===== src/rtl/countdown_timer.sv =====
// countdown_timer: loadable N-bit down-counter with a one-cycle done pulse,
// optional auto-reload for periodic ticks, pause and restart.
module countdown_timer #(
  parameter int unsigned N = 6
) (
  input  logic         clk,
  input  logic         reset,
  input  logic         start,
  input  logic         pause,
  input  logic         auto_reload,
  input  logic [N-1:0] load_val,
  output logic [N-1:0] count,
  output logic         busy,
  output logic         done
);

  typedef enum logic [1:0] {
    IDLE  = 2'd0,
    RUN   = 2'd1,
    PAUSE = 2'd2,
    DONE  = 2'd3
  } state_t;

  state_t       state, state_n;
  logic [N-1:0] count_q, count_n;
  logic         load_zero;

  assign load_zero = (load_val == '0);

  // State and counter registers; reset clears both without waiting for a clock.
  always_ff @(posedge clk or posedge reset) begin
    if (reset) begin
      state   <= IDLE;
      count_q <= '0;
    end else begin
      state   <= state_n;
      count_q <= count_n;
    end
  end

  // Next-state and next-count; priority is start > pause > decrement.
  always_comb begin
    state_n = state;
    count_n = count_q;
    unique case (state)
      IDLE: begin
        if (start) begin
          count_n = load_val;
          state_n = load_zero ? DONE : RUN;
        end
      end
      RUN: begin
        if (start) begin
          count_n = load_val;
          state_n = load_zero ? DONE : RUN;
        end else if (pause) begin
          state_n = PAUSE;
        end else if (count_q > N'(1)) begin
          count_n = count_q - N'(1);
        end else begin
          // count_q of 0 is unreachable in RUN; treat it like 1 so the
          // counter can never wrap below zero.
          count_n = '0;
          state_n = DONE;
        end
      end
      PAUSE: begin
        if (start) begin
          count_n = load_val;
          state_n = load_zero ? DONE : RUN;
        end else if (!pause) begin
          // Resume edge only re-enters RUN; decrementing restarts next edge.
          state_n = RUN;
        end
      end
      DONE: begin
        count_n = '0;
        if (start) begin
          count_n = load_val;
          state_n = load_zero ? DONE : RUN;
        end else if (auto_reload && !load_zero) begin
          count_n = load_val;
          state_n = RUN;
        end else begin
          state_n = IDLE;
        end
      end
      default: begin
        state_n = IDLE;
        count_n = '0;
      end
    endcase
  end

  // Outputs are decoded purely from registered state.
  always_comb begin
    count = count_q;
    busy  = (state == RUN) || (state == PAUSE);
    done  = (state == DONE);
  end

endmodule


===== config.mk =====
export PLATFORM = sky130hd
export DESIGN_NAME = countdown_timer
export DESIGN_NICKNAME = d
export VERILOG_FILES = /design/src/rtl/countdown_timer.sv
export SDC_FILE = /design/constraint.sdc
export NUM_CORES = 1
export LEC_CHECK = 0
export BUFFER_PORTS_ARGS = -buffer_cell sky130_fd_sc_hd__buf_4
export CAP_MARGIN = 20
export CORE_ASPECT_RATIO = 1.4
export CORE_MARGIN = 5
export CORE_UTILIZATION = 35
export CTS_CLUSTER_SIZE = 10
export DETAILED_ROUTE_END_ITERATION = 10
export SYNTH_ARGS = -nofsm -noshare
export SYNTH_HDL_FRONTEND = slang
export SYNTH_SLANG_ARGS = --single-unit

===== constraint.sdc =====
create_clock -name clk -period 3.1 [get_ports clk]
set_input_delay 0.93 -clock clk [delete_from_list [all_inputs] [get_ports clk]]
set_output_delay 0.93 -clock clk [all_outputs]
set_load 0.1 [all_outputs]

Yosys cells after proc, flatten, opt, wreduce, memory -nomap -nowiden
Index checks and enable logic that the tools add are counted.
{"block": "word_totals", "word_cells": 37, "mem_bits_rw": 0, "output_inout_bits": 8, "romBits": 0, "latchBits": 0, "mem_count": 0, "inputBits": 11, "ff_bits": 8}
{"block": "op_classes", "bitwise_logic": 0, "shift": 0, "mul": 0, "magnitude_cmp": 1, "n_reduce_logical": 8, "n_div": 0, "addsub": 1, "eq_ne": 8, "muxes": 17}
{"cell": "$mux 6", "n": 6}
{"cell": "$pmux 6 s3", "n": 1}
{"cell": "$mux 2", "n": 8}
{"cell": "$pmux 2 s4", "n": 1}
{"cell": "$gt 6x1->1 const B", "n": 1}
{"cell": "$logic_not 6->1", "n": 1}
{"cell": "$ne 3x3->1 const B", "n": 2}
{"cell": "$sub 6x1->6 const B", "n": 1}
{"cell": "$eq 2x2->1 const B", "n": 2}
{"cell": "$ne 4x4->1 const B", "n": 1}
{"cell": "$reduce_and 3->1", "n": 1}
{"cell": "$eq 2x1->1 const B", "n": 1}
{"cell": "$logic_not 2->1", "n": 1}
{"cell": "$ne 2x1->1 const B", "n": 1}
{"cell": "$ne 2x2->1 const B", "n": 1}
{"cell": "$reduce_and 2->1", "n": 1}
{"cell": "$reduce_or 2->1", "n": 1}
{"cell": "$logic_and 1x1->1", "n": 1}
{"cell": "$logic_not 1->1", "n": 1}
{"cell": "$logic_or 1x1->1", "n": 1}
{"cell": "$mux 1", "n": 1}

Longest topological paths before layout
{"block": "logic_depth", "depth_word": 6, "mapped_depth": 7, "mapped_depth_nobuf": 6}

Worst setup path before layout
Ideal clock, no wire load.
{"block": "synth_path", "kind": "register to register", "from": "register count_q[0], in the netlist count[0]", "to": "register state[1]", "arrival_time_ps": 2337, "path_stages_with_launch": 7, "required_time_ps": 2975, "slack_ps": 638, "setup_ps": 125, "synth_period_minus_slack_ps": 2462, "path_buffers": 0, "path_cell_list": "dfrtp_1 > inv_1 > ha_1 > nor2_1 > nor4_4 > o32a_2 > mux2_4"}
{"block": "synth_via", "elab_chain_len": 3}
{"element": "start: declaration", "line": "25", "source": "logic [N-1:0] count_q, count_n;"}
{"element": "start signal: assignment", "line": "37", "source": "count_q <= count_n;"}
{"element": "$gt 6x1->1", "line": "58", "source": "end else if (count_q > N'(1)) begin"}
{"element": "$ne 4x4->1 (no source line)"}
{"element": "$reduce_and 3->1 (no source line)"}
{"element": "end signal: assignment", "line": "36", "source": "state <= state_n;"}
{"element": "end: declaration", "line": "24", "source": "state_t state, state_n;"}
No other way between the ends.
A chain may end at the register's enable or synchronous reset.

Worst setup path after layout
{"block": "layout_path", "from": "register state[1]", "to": "output port busy"}
{"block": "layout_via", "elab_chain_len": 2, "elab_cells_between_ends": 3, "classes_between": "2 x eq/ne; 1 x reduce/logical"}
{"element": "$eq 2x1->1 / $eq 2x2->1 (equally long branches)", "line": "98", "source": "busy = (state == RUN) || (state == PAUSE);"}
{"element": "$logic_or 1x1->1 *", "line": "98"}
{"element": "end: declaration", "line": "13", "source": "output logic busy,"}
Mark *: on every way between the ends. The rest lies on a longest branch, timed or not.

==> flow_metrics.py <==
metrics = {
    "logic_synthesis": {
        "synth_top_family_by_area": "compound AO/OA/AOI/OAI gates",
        "synth_xor_area_share_pct": 0,
        "synth_compound_area_share_pct": 28.9,
        "synth_area_per_cell_um2": 8.67,
        "synth_fa_ha_area_share_pct": 10.6,
        "yosysWarnings": 0,
        "synth_cells": 95,
        "yosys.area_share.simple_pct": 26.1,
        "yosys.cell_types.count": 40,
        "synth-edff-count": 0,
        "async_reset_ff_share_pct": 100,
        "ys_seq_area_share_pct": 24.3,
        "synthMuxAreaShare_pct": 3.04,
        "syn_area_um2": 823,
        "syn_nets": 113,
        "ys.flop_type": "dfrtp_1",
        "synth-seq-cells": 8,
    },
    "clock_network": {
        "cts_tree": "done",
        "path_clk_slew_ns": 0.06,
        "numCtsBuffers": 3,
        "cts_post_setup_buffers_inserted": 0,
        "clock-sinks": 8,
        "post_cts_resized": 0,
        "clock_path_buffers": 2,
        "cts-hold-fix-buffers": 0,
        "htreeDepth": 1,
        "clockRootBuffer": "clkbuf_4",
        "clock_latency_ns": 0.26,
    },
    "global_route": {
        "grt_pass1_wl_um": 3780,
        "grtUsageMet3_pct": 3.97,
        "track_usage_pct": 14.6,
        "antenna_found_initial": 0,
        "met2_usage_pct": 26.2,
        "grt_max_degree": 19,
        "grtUsageMet1_pct": 14.5,
        "grt_pass1_vias": 863,
        "grt_overflow": 0,
        "grt_busiest_layer": "met2",
    },
    "critical_path": {
        "critPathMaxStageDelay_ns": 0.41,
        "reg2reg_slack_ns": 1.06,
        "crit_arrival_ns": 1.32,
        "crit_fanout": 4,
        "crit_path_start_kind": "flip-flop",
        "endpoint_kind": "primary output",
        "r2r_cells": 6,
        "rr_endpoint": "count[0]$_DFFE_PP0P_",
        "crit_slowest_cell": "dfrtp_1",
        "r2r_start": "state[1]$_DFFE_PP0P_",
        "crit_family": "flip-flops",
        "worstPathRequired_ns": 2.17,
        "path_cells": "inv_1 -> ha_1 -> buf_4",
        "crit_buf_inv": 2,
        "critPathKind": "flip-flop to primary output",
    },
    "route": {
        "via_per_inst": 5.96,
        "wl_per_cell_um": 16.9,
        "dr.pass1.iters": 4,
        "drt_iter0_markers": 12,
        "route.detailed.drc": 0,
        "antenna_left": 0,
        "num_vias": 804,
        "wirelength_um": 2280,
    },
    "finish": {
        "stdcell_area_um2": 985,
        "layoutNonFillerInstCount": 135,
        "layout_commonest_cell": "buf_4",
        "mostFrequentLayoutCells": "buf_4 (18), nor2_1 (9), inv_1 (9)",
        "antenna_cells": 0,
        "drive_above_1_share_pct": 26.5,
        "fillers": 224,
        "nNetsFinal": 133,
        "area_growth_pct": 19.6,
    },
    "min_path": {
        "whs_path_depth": 1,
        "hp-class": "flip-flop to flip-flop",
        "min-delay-start": "state[1]$_DFFE_PP0P_",
        "hold_end": "state[1]$_DFFE_PP0P_",
    },
    "die": {
        "ios": 19,
        "start_util_pct": 37.4,
        "die_area_mm2": 0.00344,
        "rows": 20,
        "die_x_um": 51.0,
        "die_h_um": 67.4,
        "core-area_mm2": 0.00220,
    },
    "timing": {
        "max_slew_margin_pct": 66.6,
        "fin_crit_ns": 2.25,
        "hold_viol": 0,
        "worst_slack_ns": 0.847,
        "rsz0062_at_grt": "false",
        "max_slew.worst_pin.slew_ns": 0.500,
        "clock_skew_ns": 0.0113,
        "setup-tns-final_ns": 0,
        "finalSetupViolations": 0,
        "drv_slew": 0,
        "fmax_mhz": 444,
        "fin_crit_sh_pct": 72.7,
    },
    "placed_design": {
        "gp_congestion": 0.787,
        "dp.cells": 132,
        "io_buffers": 18,
        "placed_cell_area_um2": 962,
        "preCtsSetupSlack_ns": 0.911,
        "hpwl_um": 1840,
    },
    "flow_run": {
        "maxCapViolations": 0,
    },
    "outcome": {
        "outcome": "finished clean",
    },
}
[state kept, by name, summed over array words and instances (netlist names)]
register and cells:
count 6, state 2
[cell usage after synthesis, drive strengths merged, types with 2 or more instances]
| master | count | area share [%] |
|---|---|---|
| dfrtp | 8 | 24 |
| nand3 | 2 | 1.2 |
| o22ai | 2 | 1.5 |
| o211ai | 3 | 3.3 |
| nand2b | 2 | 2.4 |
| a21oi | 8 | 4.9 |
| or2 | 2 | 1.5 |
| nor4 | 5 | 8.2 |
| inv | 9 | 4.1 |
| nor3 | 5 | 3.0 |
| buf | 3 | 2.9 |
| o21ai | 6 | 3.6 |
| nand2 | 3 | 1.4 |
| a211oi | 2 | 3.0 |
| nor2 | 9 | 4.1 |
| ha | 7 | 11 |
| o21a | 2 | 1.8 |
[routing by layer]
layer | vias to the layer above | part of all wire [%]
met2 | 20 | 54
met1 | 384 | 39
met3 | 6 | 4.5
li1 | 394 | -
met4 | 0 | 2.8
met5 | - | 0
[layout make-up]
cell class / instances / area, um^2 / share of cell area [%]
Multi-Input combinational cell: 75 / 566 / 57.4
Sequential cell: 8 / 200 / 20.3
Timing Repair Buffer: 18 / 135 / 13.7
Inverter: 9 / 33.8 / 3.43
Tap cell: 22 / 27.5 / 2.80
Clock buffer: 3 / 22.5 / 2.29
[how the worst max path moves through the flow]
| stage | slack, ns | end | depth (start not counted) | start |
|---|---|---|---|---|
| 2_1_floorplan | 0.64 | state[1]$_DFFE_PP0P_ | 6 | count[0]$_DFFE_PP0P_ |
| 3_3_place_gp | 0.92 | count[5]$_DFFE_PP0P_ | 5 | load_val[4] |
| 3_5_place_dp | 0.91 | count[5]$_DFFE_PP0P_ | 5 | load_val[4] |
| 4_1_cts | 0.83 | busy | 3 | state[1]$_DFFE_PP0P_ |
| 5_1_grt | 0.78 | busy | 3 | state[1]$_DFFE_PP0P_ |
| 6_report | 0.85 | busy | 3 | state[1]$_DFFE_PP0P_ |
[metrics by stage]
stage	util, %	hold WS, ns
floorplan	-	0.535
global route	44.7	0.624
finish	44.7	0.604
detailed placement	43.7	0.580
CTS	44.7	0.602
global placement	43.7	0.577
[cell families (layout without fill, tap and decap cells)]
group,count (synthesis),in the layout
AOI/OAI and AO/OA,33,33
and+or+nand+nor,33,33
buffers and inverters,12,30
DFF,8,8
adders and majority gates,7,7
muxes,2,2
Power is not shown: default switching activity piles up to over one toggle a cycle in this logic, so the estimate is an artifact.
